## config.mk

```make
export PLATFORM = sky130hd
export DESIGN_NAME = snoop_responder
export DESIGN_NICKNAME = d
export VERILOG_FILES = /design/src/rtl/snoop_responder.sv
export SDC_FILE = /design/constraint.sdc
export NUM_CORES = 1
export LEC_CHECK = 0
export ABC_AREA = 1
export CAP_MARGIN = 20
export CORE_MARGIN = 2
export CORE_UTILIZATION = 33
export CTS_CLUSTER_SIZE = 8
export DETAILED_ROUTE_END_ITERATION = 16
export SLEW_MARGIN = 15
export SYNTH_ARGS = -nofsm -noshare
export SYNTH_HDL_FRONTEND = slang
export SYNTH_SLANG_ARGS = --single-unit
export TNS_END_PERCENT = 20
```

## constraint.sdc

```tcl
create_clock -name clk -period 3.1 [get_ports clk]
set_input_delay 0.62 -clock clk [delete_from_list [all_inputs] [get_ports clk]]
set_output_delay 0.62 -clock clk [all_outputs]
set_load 0.05 [all_outputs]
```

## src/rtl/snoop_responder.sv

```systemverilog
// MSI snoop responder: a small direct-mapped tag/state table that answers bus
// snoops, issuing a write-back for read/write misses that hit a Modified line.
module snoop_responder #(
  parameter int IDX_W = 2,
  parameter int TAG_W = 2
) (
  input  logic                   clk,
  input  logic                   rst,
  input  logic                   bus_valid,
  input  logic [1:0]             bus_cmd,
  input  logic [IDX_W+TAG_W-1:0] bus_addr,
  output logic                   bus_ready,
  input  logic                   fill_valid,
  input  logic [IDX_W+TAG_W-1:0] fill_addr,
  input  logic [1:0]             fill_state,
  output logic                   wb_req,
  output logic [IDX_W+TAG_W-1:0] wb_addr,
  input  logic                   wb_done,
  output logic                   snoop_ack,
  output logic                   snoop_hit,
  output logic [1:0]             new_state
);

  localparam int AW    = IDX_W + TAG_W;
  localparam int LINES = 2 ** IDX_W;

  localparam logic [1:0] ST_I   = 2'b00;
  localparam logic [1:0] ST_S   = 2'b01;
  localparam logic [1:0] ST_M   = 2'b10;
  localparam logic [1:0] CMD_RD  = 2'b01;
  localparam logic [1:0] CMD_INV = 2'b11;

  typedef enum logic [1:0] {IDLE, LOOKUP, WRITEBACK, ACK} fsm_t;

  fsm_t cur, nxt;

  logic [TAG_W-1:0] tags   [LINES];
  logic [1:0]       states [LINES];

  logic [1:0]    cmd_q;
  logic [AW-1:0] addr_q;
  logic          hit_q;
  logic [1:0]    ns_q;

  logic [IDX_W-1:0] idx_q;
  logic [TAG_W-1:0] tag_q;
  logic [TAG_W-1:0] line_tag;
  logic [1:0]       line_st;
  logic             lk_hit;
  logic             lk_wb;
  logic [1:0]       lk_ns;
  logic             accept;
  logic [IDX_W-1:0] fill_idx;
  logic [TAG_W-1:0] fill_tag;
  logic [1:0]       fill_st;

  assign idx_q    = addr_q[IDX_W-1:0];
  assign tag_q    = addr_q[AW-1:IDX_W];
  assign line_tag = tags[idx_q];
  assign line_st  = states[idx_q];
  assign lk_hit   = (line_st != ST_I) && (line_tag == tag_q);
  assign accept   = bus_valid && (bus_cmd != 2'b00);
  assign fill_idx = fill_addr[IDX_W-1:0];
  assign fill_tag = fill_addr[AW-1:IDX_W];
  assign fill_st  = (fill_state == 2'b11) ? ST_I : fill_state;

  // Line still holds M throughout WRITEBACK (fills are dropped), so lk_ns
  // stays valid for the deferred state update on wb_done.
  always_comb begin
    lk_ns = line_st;
    lk_wb = 1'b0;
    if (lk_hit) begin
      case (line_st)
        ST_M: begin
          lk_ns = (cmd_q == CMD_RD) ? ST_S : ST_I;
          lk_wb = (cmd_q != CMD_INV);
        end
        ST_S:    lk_ns = (cmd_q == CMD_RD) ? ST_S : ST_I;
        default: lk_ns = line_st;
      endcase
    end
  end

  always_comb begin
    nxt       = cur;
    bus_ready = 1'b0;
    wb_req    = 1'b0;
    wb_addr   = '0;
    snoop_ack = 1'b0;
    snoop_hit = 1'b0;
    new_state = '0;
    case (cur)
      IDLE: begin
        bus_ready = 1'b1;
        if (accept) nxt = LOOKUP;
      end
      LOOKUP: nxt = lk_wb ? WRITEBACK : ACK;
      WRITEBACK: begin
        wb_req  = 1'b1;
        wb_addr = {line_tag, idx_q};
        if (wb_done) nxt = ACK;
      end
      ACK: begin
        snoop_ack = 1'b1;
        snoop_hit = hit_q;
        new_state = ns_q;
        nxt       = IDLE;
      end
      default: nxt = IDLE;
    endcase
  end

  always_ff @(posedge clk) begin
    if (rst) begin
      cur    <= IDLE;
      tags   <= '{default: '0};
      states <= '{default: ST_I};
      cmd_q  <= '0;
      addr_q <= '0;
      hit_q  <= 1'b0;
      ns_q   <= '0;
    end else begin
      cur <= nxt;
      case (cur)
        IDLE: begin
          if (accept) begin
            cmd_q  <= bus_cmd;
            addr_q <= bus_addr;
          end else if (fill_valid) begin
            tags[fill_idx]   <= fill_tag;
            states[fill_idx] <= fill_st;
          end
        end
        LOOKUP: begin
          hit_q <= lk_hit;
          ns_q  <= lk_ns;
          if (!lk_wb) states[idx_q] <= lk_ns;
        end
        WRITEBACK: begin
          if (wb_done) states[idx_q] <= lk_ns;
        end
        default: ;
      endcase
    end
  end

endmodule

```

==> results of run 1 <==
## state kept, by name (all words and copies together), names as in the netlist
register,count
states,8
tags,8
cur,2
cmd_q,2
hit_q,1
addr_q,4
ns_q,2
## synth_stat cells (3+ instances only)
cell type	count	area, sq um
a21oi_1	19	95.1
dfxtp_1	27	541
nand2_4	5	56.3
nor2_1	36	135
o21ai_0	15	75.1
nand2_2	3	18.8
nand3_2	8	80.1
nand3_1	19	95.1
clkbuf_1	5	18.8
inv_2	3	11.3
nand2_1	83	312
ha_1	7	87.6
inv_1	37	139
## critical path, stage by stage, from the launching register on
cell	delay [ns]
dfxtp_1	0.63
nand2_1	0.09
o21ai_1	0.12
nand2_1	0.11
a21oi_1	0.16
clkdlybuf4s50_1	0.81
## layout make-up
class	instances	area share (%)
multi-input combinational	211	50.5
inverter	40	6.83
clock buffer	3	1.88
sequential	27	24.6
tap	72	4.10
clock inverter	1	0.228
timing repair buffer	26	11.8
## worst paths after layout
| kind | startpoint | endpoint | slack [ns] | depth (start not counted) |
|---|---|---|---|---|
| setup / recovery | addr_q[0] | wb_addr[3] | 0.28 | 5 |
| hold / removal | tags[3] | tags[3] | 0.47 | 2 |
| setup reg to reg | addr_q[1] | states[6] | 0.61 | 12 |
| hold reg to reg | tags[3] | tags[3] | 0.47 | 2 |
## cell families after synthesis
| logic type | Yosys count |
|---|---|
| AOI/OAI and AO/OA | 41 |
| adders and majority gates | 7 |
| buffers and inverters | 47 |
| DFF | 27 |
| and+or+nand+nor | 163 |
## metal layers
metal | GRT usage (%) | wire length [microns]
met1 | 20.3 | 2180
met2 | 24.7 | 1940
met3 | 2.64 | 214
met4 | 3.86 | 57
met5 | 0 | 0
## power by group through the flow
stage	logic, mW	clock network [mW]	registers [mW]
after CTS	0.911	0.216	0.478
after floorplan	0.730	0	0.460
final	0.908	0.212	0.478
after detailed placement	0.907	0	0.486
after global routing	1.01	0.237	0.491
after global placement	0.898	0	0.484
## per-stage QoR
stage / total power [mW] / cells / hold WS [ns] / cell area, sq um / utilization [%]
global route: 1.74 / 380 / 0.495 / 2200 / 40.4
floorplan: 1.19 / 285 / 0.424 / 1840 / -
finish: 1.60 / 380 / 0.468 / 2200 / 40.4
global placement: 1.38 / 376 / 0.459 / 2150 / 39.5
CTS: 1.60 / 380 / 0.471 / 2200 / 40.4
detailed placement: 1.39 / 376 / 0.454 / 2150 / 39.5
==> results.yml, run 1 <==
pwr:
  p_sw_share_pct: 49.6
  switching_power_mw: 0.793
  pwr-share-comb_pct: 56.8
  power.leakage_nw: 1.01
  seqPwrFrac_pct: 29.9
  vdd_drop_max_mv: 0.452
  clockPowerShare_pct: 13.3
  internal-power_mw: 0.805
  power.density_nw_per_um2: 728
detailed_routing:
  wirelength_microns: 4390
  initialDrtViolationCount: 71
  drt-wirelength-per-cell_microns: 11.5
  drc: 0
  postRouteAntennaNets: 0
  via_count: 1783
  firstDrtPassIters: 4
  vias_per_cell: 4.69
floorplan:
  die_w_microns: 78.6
  die_area_sq_um: 6180
  die_y_microns: 78.6
  core_sq_um: 5440
  start_util_pct: 33.8
  fp-row-count: 27
  ioPinCount: 27
critical_path:
  arrival_ns: 2.20
  cp_max_fo: 14
  start_kind: "flop"
  cp.required_ns: 2.48
  critical_path_class: "reg -> out"
  critPathCaptureType: "primary output"
timing:
  worstMarginPinSlew_ns: 0.615
  hold_viol_final: 0
  post-route-period-util_pct: 91.1
  rsz0062_at_grt: "no"
  setup_tns_ns: 0
  setup_viol: 0
  finalWorstSetupSlack_ns: 0.277
  min_period_ns: 2.82
  maxSlewHeadroom_pct: 59.0
  report.final.slew_viol_count: 0
  skew_ns: 0.00446
  fmax_mhz: 354
logic_synthesis:
  synthCells: 285
  synth_edf_count: 0
  yosys.area_share.adder_pct: 4.77
  synth.distinct_cells: 27
  synth_seq_cells: 27
  synth_area_sq_um: 1840
  synth_nets: 309
  synth_compound_gate_area_share_pct: 11.9
  ys_warn_count: 0
  synth_top_family_by_area: "simple AND/OR/NAND/NOR gates"
  syn_avg_cell_area_sq_um: 6.45
  synth-xor-area-share_pct: 0
  synthFlopType: "dfxtp_1"
  synth-simple-area-share_pct: 43.7
  synth.mux.area_fraction_pct: 0
  seq_area_frac_synth_pct: 29.4
  ys_async_sr_fraction_pct: 0
cells_and_area:
  most-common-layout-cells: "83 x nand2_1, 37 x inv_1, 36 x nor2_1"
  n_antenna_cell: 0
  final_layout_size_suffix_gt1_share_pct: 10.4
  final_common_cell: "nand2_1"
  area_growth_pct: 19.5
  multi_input_area_sq_um: 1110
  fill_cells: 595
  seq_area_sq_um: 541
  nets: 333
clocking:
  cts_resized: 0
  clk_latency_ns: 0.28
  clk_pin_slew_ns: 0.10
  cts.sinks: 27
  cts_max_level: 1
  cts_made_buffers: 3
  cts_tree: "built"
  root_buffer: "clkbuf_8"
  ctsLongestPathBuffers: 2
  post_cts_buffers: 0
  ctsHoldBuffers: 0
placed_design:
  portBuffers: 26
  routabilityCongestion: 0.822
  dpl.hpwl_microns: 3530
  post-place-ws_ns: 0.610
global_routing:
  antenna_found_initial: 0
  grt_usage_pct: 15.1
  grt_pass1_vias: 1669
  grt_start_max_net_pins: 21
  grt_pass1_wl_microns: 7500
  grt.overflow.total: 0
run_status:
  outcome: "finished, final reports clean"
flow_run:
  max_cap_violations: 0
min_path:
  min_path_type: "reg -> reg"
Note: power is estimated with default switching activity, not from simulation.
==> run 2, diff against run 1 <==
CORE_MARGIN = not set   (was 2)
CORE_UTILIZATION = 32   (was 33)
clock period = 3 ns   (was 3.1 ns; I/O delays follow)
==> run 2 against run 1 <==
Compared with the run above:
- clock power is 3% higher
- worst setup slack got worse by 0.040 ns
- die area decreased by 2.1%
- cell count is the same
- hold slack worse by 0.0026 ns
- critical path depth unchanged
- count of clock-buffer cells in the layout unchanged
- via count decreased by 3.5%
- sequential power up 3%
- critical path type unchanged
- largest power group unchanged
==> results.yml, run 2 (synthesized netlist as in run 1, its figures left out) <==
global_routing:
  grt_pass1_vias: 1596
  grt_pass1_wl_microns: 7400
  antenna_found_initial: 0
  grt.overflow.total: 0
  grt_usage_pct: 15.8
  grt_start_max_net_pins: 21
detailed_routing:
  route.met3.wl_microns: 123
  wl_met2_microns: 1830
  postRouteAntennaNets: 0
  vias_per_cell: 4.53
  drc: 0
  m1WireLength_microns: 2240
  initialDrtViolationCount: 64
  via_count: 1721
  firstDrtPassIters: 4
  drt-wirelength-per-cell_microns: 11.2
  wirelength_microns: 4240
  top_layer: "met4"
min_path:
  min_path_type: "reg -> reg"
pwr:
  vdd_drop_max_mv: 0.350
  power.density_nw_per_um2: 748
  seqPwrFrac_pct: 30.0
  internal-power_mw: 0.832
  clockPowerShare_pct: 13.3
  pwr-share-comb_pct: 56.7
  p_sw_share_pct: 49.4
  switching_power_mw: 0.811
  power.leakage_nw: 1.01
critical_path:
  max_stage_delay_ns: 0.81
  arrival_ns: 2.16
  path_cells: "nand2_1 > o21ai_1 > nand2_1 > a21oi_1 > clkdlybuf4s50_1"
  critical_path_class: "reg -> out"
  critPathCaptureType: "primary output"
  cp.required_ns: 2.40
  critPathMostFrequentCell: "nand2_1"
  start_kind: "flop"
  cp_max_fo: 14
  crit_slowest_cell: "clkdlybuf4s50_1"
cells_and_area:
  final_layout_size_suffix_gt1_share_pct: 10.4
  fin_cells: 380
  n_antenna_cell: 0
  most-common-layout-cells: "83 x nand2_1, 37 x inv_1, 36 x nor2_1"
  finalInstanceArea_sq_um: 2200
  area_growth_pct: 19.5
  final_common_cell: "nand2_1"
  largest_registers: "states x8, tags x8, addr_q x4"
  nets: 333
floorplan:
  die_area_sq_um: 6050
  start_util_pct: 33.4
  ioPinCount: 27
  core_sq_um: 5510
  die_y_microns: 77.8
  fp-row-count: 27
  die_w_microns: 77.8
timing:
  post-route-period-util_pct: 92.1
  hold_viol_final: 0
  maxSlewHeadroom_pct: 57.9
  fmax_mhz: 362
  setup_viol: 0
  finalWorstSetupSlack_ns: 0.237
  setup_tns_ns: 0
  worstMarginPinSlew_ns: 0.631
  rsz0062_at_grt: "no"
  min_period_ns: 2.76
  skew_ns: 0.00558
  report.final.slew_viol_count: 0
clocking:
  cts.sinks: 27
  post_cts_buffers: 0
  clk_pin_slew_ns: 0.10
  root_buffer: "clkbuf_8"
  cts_resized: 0
  clk_latency_ns: 0.28
  ctsHoldBuffers: 0
  cts_max_level: 1
  ctsLongestPathBuffers: 2
  cts_made_buffers: 3
  cts_tree: "built"
placed_design:
  portBuffers: 26
  post-place-cells: 376
  post-place-ws_ns: 0.529
  routabilityCongestion: 0.875
  place_area_sq_um: 2150
  dpl.hpwl_microns: 3340
run_status:
  outcome: "finished, final reports clean"
flow_run:
  max_cap_violations: 0
[run 2: final timing paths]
| path | start | endpoint | slack, ns | depth (start not counted) |
|---|---|---|---|---|
| setup / recovery | addr_q[0] | wb_addr[3] | 0.24 | 5 |
| hold / removal | tags[1] | tags[1] | 0.47 | 2 |
| setup reg to reg | addr_q[0] | states[2] | 0.55 | 14 |
| hold reg to reg | tags[1] | tags[1] | 0.47 | 2 |
[run 2: per-layer routing]
metal | GRT usage, % | up-vias
li1 | - | 937
met2 | 25.0 | 29
met1 | 21.5 | 750
met3 | 2.82 | 5
met4 | 4.53 | 0
met5 | 0 | -
[run 2: final cells by class]
cell class              count  area [sq um]
flip-flops and latches     27           541
clock buffers               3          41.3
multi-input cells         211          1110
clock inverters             1          5.00
repair buffers             26           260
fillers                   587          3310
well taps                  72          90.1
inverters                  40           150
[run 2: power groups by stage]
stage / sequential [mW] / clock (mW) / combinational, mW
finish: 0.493 / 0.219 / 0.932
CTS: 0.494 / 0.231 / 0.934
floorplan: 0.475 / 0 / 0.755
detailed placement: 0.501 / 0 / 0.929
global placement: 0.500 / 0 / 0.930
global route: 0.506 / 0.249 / 1.05
[run 2: critical path: cells and delay by family (launching register included)]
kind / cells / cell delay (ns)
buffers and inverters: 1 / 0.81
flip-flops: 1 / 0.62
AND/OR/NAND/NOR: 2 / 0.20
AO/OA/AOI/OAI: 2 / 0.25
[run 2: per-stage QoR]
stage          utilization [%]  hold slack [ns]  power, mW
3_5_place_dp              39.1            0.454       1.43
4_1_cts                   39.9            0.471       1.66
2_1_floorplan                -            0.424       1.23
5_1_grt                   39.9            0.489       1.80
6_report                  39.9            0.466       1.64
3_3_place_gp              39.1            0.454       1.43
==> run 3, diff against run 2 <==
clock period = 2.7 ns   (was 3 ns; I/O delays follow)
==> run 3 against run 2 <==
Compared with the run above:
- highest routed layer unchanged
- cell count rose by 0.53%
- first-iteration DRC count rose by 31%
- sequential share of layout area fell by 0.12 points
==> results.yml, run 3 (synthesized netlist as in run 1, its figures left out) <==
run_status:
  outcome: "finished, final reports clean"
critical_path:
  path_cells: "inv_1 > ha_1 > nand2_1 > inv_1 > clkdlybuf4s50_1"
  start_kind: "flop"
  critPathMostFrequentCell: "inv_1"
  path_delay_family: "buffers and inverters"
  crit_slowest_cell: "clkdlybuf4s50_1"
  crit_buf_inv: 3
  arrival_ns: 1.94
  max_stage_delay_ns: 0.79
  cp_max_fo: 4
  cp.required_ns: 2.16
  critPathCaptureType: "primary output"
  critical_path_class: "reg -> out"
floorplan:
  die_w_microns: 77.8
  start_util_pct: 33.4
  die_area_sq_um: 6050
  core_sq_um: 5510
  die_y_microns: 77.8
  ioPinCount: 27
  fp-row-count: 27
cells_and_area:
  largest_registers: "states x8, tags x8, addr_q x4"
  fin_util_pct: 40.2
  fill_cells: 589
  nets: 335
  area_growth_pct: 20.4
  final_common_cell: "nand2_1"
  most-common-layout-cells: "83 x nand2_1, 37 x inv_1, 36 x nor2_1"
  final_layout_size_suffix_gt1_share_pct: 11.6
  fin_cells: 382
  n_antenna_cell: 0
global_routing:
  antenna_found_initial: 0
  grt_pass1_vias: 1677
  grt_pass1_wl_microns: 7710
  grt.overflow.total: 0
  grt_start_max_net_pins: 16
  grt_usage_pct: 16.2
pwr:
  pwr-share-comb_pct: 56.8
  power.leakage_nw: 1.05
  seqPwrFrac_pct: 30.0
  clockPowerShare_pct: 13.1
  switching_power_mw: 0.904
  power.density_nw_per_um2: 829
  vdd_drop_max_mv: 0.472
  fin_total_pwr_mw: 1.84
  internal-power_mw: 0.931
  p_sw_share_pct: 49.3
timing:
  skew_ns: 0.00260
  rsz0062_at_grt: "no"
  finalWorstSetupSlack_ns: 0.218
  post-route-period-util_pct: 91.9
  setup_tns_ns: 0
  report.final.slew_viol_count: 0
  min_period_ns: 2.48
  maxSlewHeadroom_pct: 65.0
  hold_viol_final: 0
  worstMarginPinSlew_ns: 0.523
  setup_viol: 0
  fmax_mhz: 403
placed_design:
  dpl.hpwl_microns: 3430
  routabilityCongestion: 0.819
  portBuffers: 26
  post-place-cells: 378
  post-place-ws_ns: 0.278
clocking:
  ctsHoldBuffers: 0
  clk_latency_ns: 0.28
  cts_made_buffers: 3
  cts_tree: "built"
  cts.sinks: 27
  ctsLongestPathBuffers: 2
  clk_pin_slew_ns: 0.10
  root_buffer: "clkbuf_8"
  cts_max_level: 1
detailed_routing:
  via_count: 1794
  vias_per_cell: 4.70
  wirelength_microns: 4350
  postRouteAntennaNets: 0
  drt-wirelength-per-cell_microns: 11.4
  initialDrtViolationCount: 84
  drc: 0
  firstDrtPassIters: 4
flow_run:
  max_cap_violations: 0
min_path:
  min_path_type: "reg -> reg"
==> run 3: changes by cell type in the layout (fill, tap and decap cells not counted) <==
cell | before | now
buf_4 | 0 | 3
clkdlybuf4s50_1 | 26 | 24
dfxtp_1 | 27 | 26
dfxtp_2 | 0 | 1
dlymetal6s2s_1 | 0 | 1
==> run 3: what timing repair did <==
item,CTS,global route
endpoints found under the setup margin,1,1
setup buffers,0,0
gates resized for setup,1,1
cloned,0,0
==> run 3: worst reg2reg max path: stages (launching register included) <==
cell and delay [ns]:
dfxtp_1 0.53, inv_2 0.13, nand2_1 0.14, nor2_1 0.08
nor4_4 0.37, ha_1 0.31, nand3b_1 0.15, nand2_1 0.08
nand3_2 0.13, nand3_1 0.12, nand2_1 0.05, nor2_1 0.08
nor2_1 0.05
==> run 3: through the flow <==
step / hold WS, ns / area, sq um
floorplan: 0.424 / 1840
global placement: 0.442 / 2160
detailed placement: 0.447 / 2160
CTS: 0.464 / 2210
global route: 0.478 / 2210
finish: 0.459 / 2210
==> run 3: per-layer routing <==
| metal | global-route usage (%) | wire length, microns | vias to the layer above |
|---|---|---|---|
| met4 | 4.53 | 53 | 0 |
| met5 | 0 | 0 | - |
| met3 | 2.94 | 194 | 4 |
| li1 | - | - | 941 |
| met1 | 22.3 | 2210 | 808 |
| met2 | 25.5 | 1890 | 41 |
==> run 3: layout make-up <==
| class | instances | area [sq um] | share of cell area, % |
|---|---|---|---|
| Timing Repair Buffer | 28 | 275 | 12.4 |
| Multi-Input combinational cell | 211 | 1110 | 50.1 |
| Sequential cell | 27 | 542 | 24.5 |
| Clock inverter | 1 | 5.00 | 0.226 |
| Inverter | 40 | 150 | 6.78 |
| Clock buffer | 3 | 41.3 | 1.87 |
| Tap cell | 72 | 90.1 | 4.07 |
==> run 3: path summary, 6_finish.rpt <==
path | start | end | slack [ns] | depth (start not counted)
worst max-delay path | cur[0] | wb_addr[1] | 0.22 | 5
worst min-delay path | tags[1] | tags[1] | 0.46 | 2
worst max register to register | addr_q[1] | states[2] | 0.38 | 12
worst min register to register | tags[1] | tags[1] | 0.46 | 2
==> run 3: power groups by stage <==
stage	sequential, mW	clock (mW)	combinational, mW
after floorplan	0.528	0	0.838
after global placement	0.558	0	1.04
after detailed placement	0.559	0	1.04
after CTS	0.551	0.255	1.05
after global routing	0.562	0.270	1.18
final	0.551	0.241	1.04
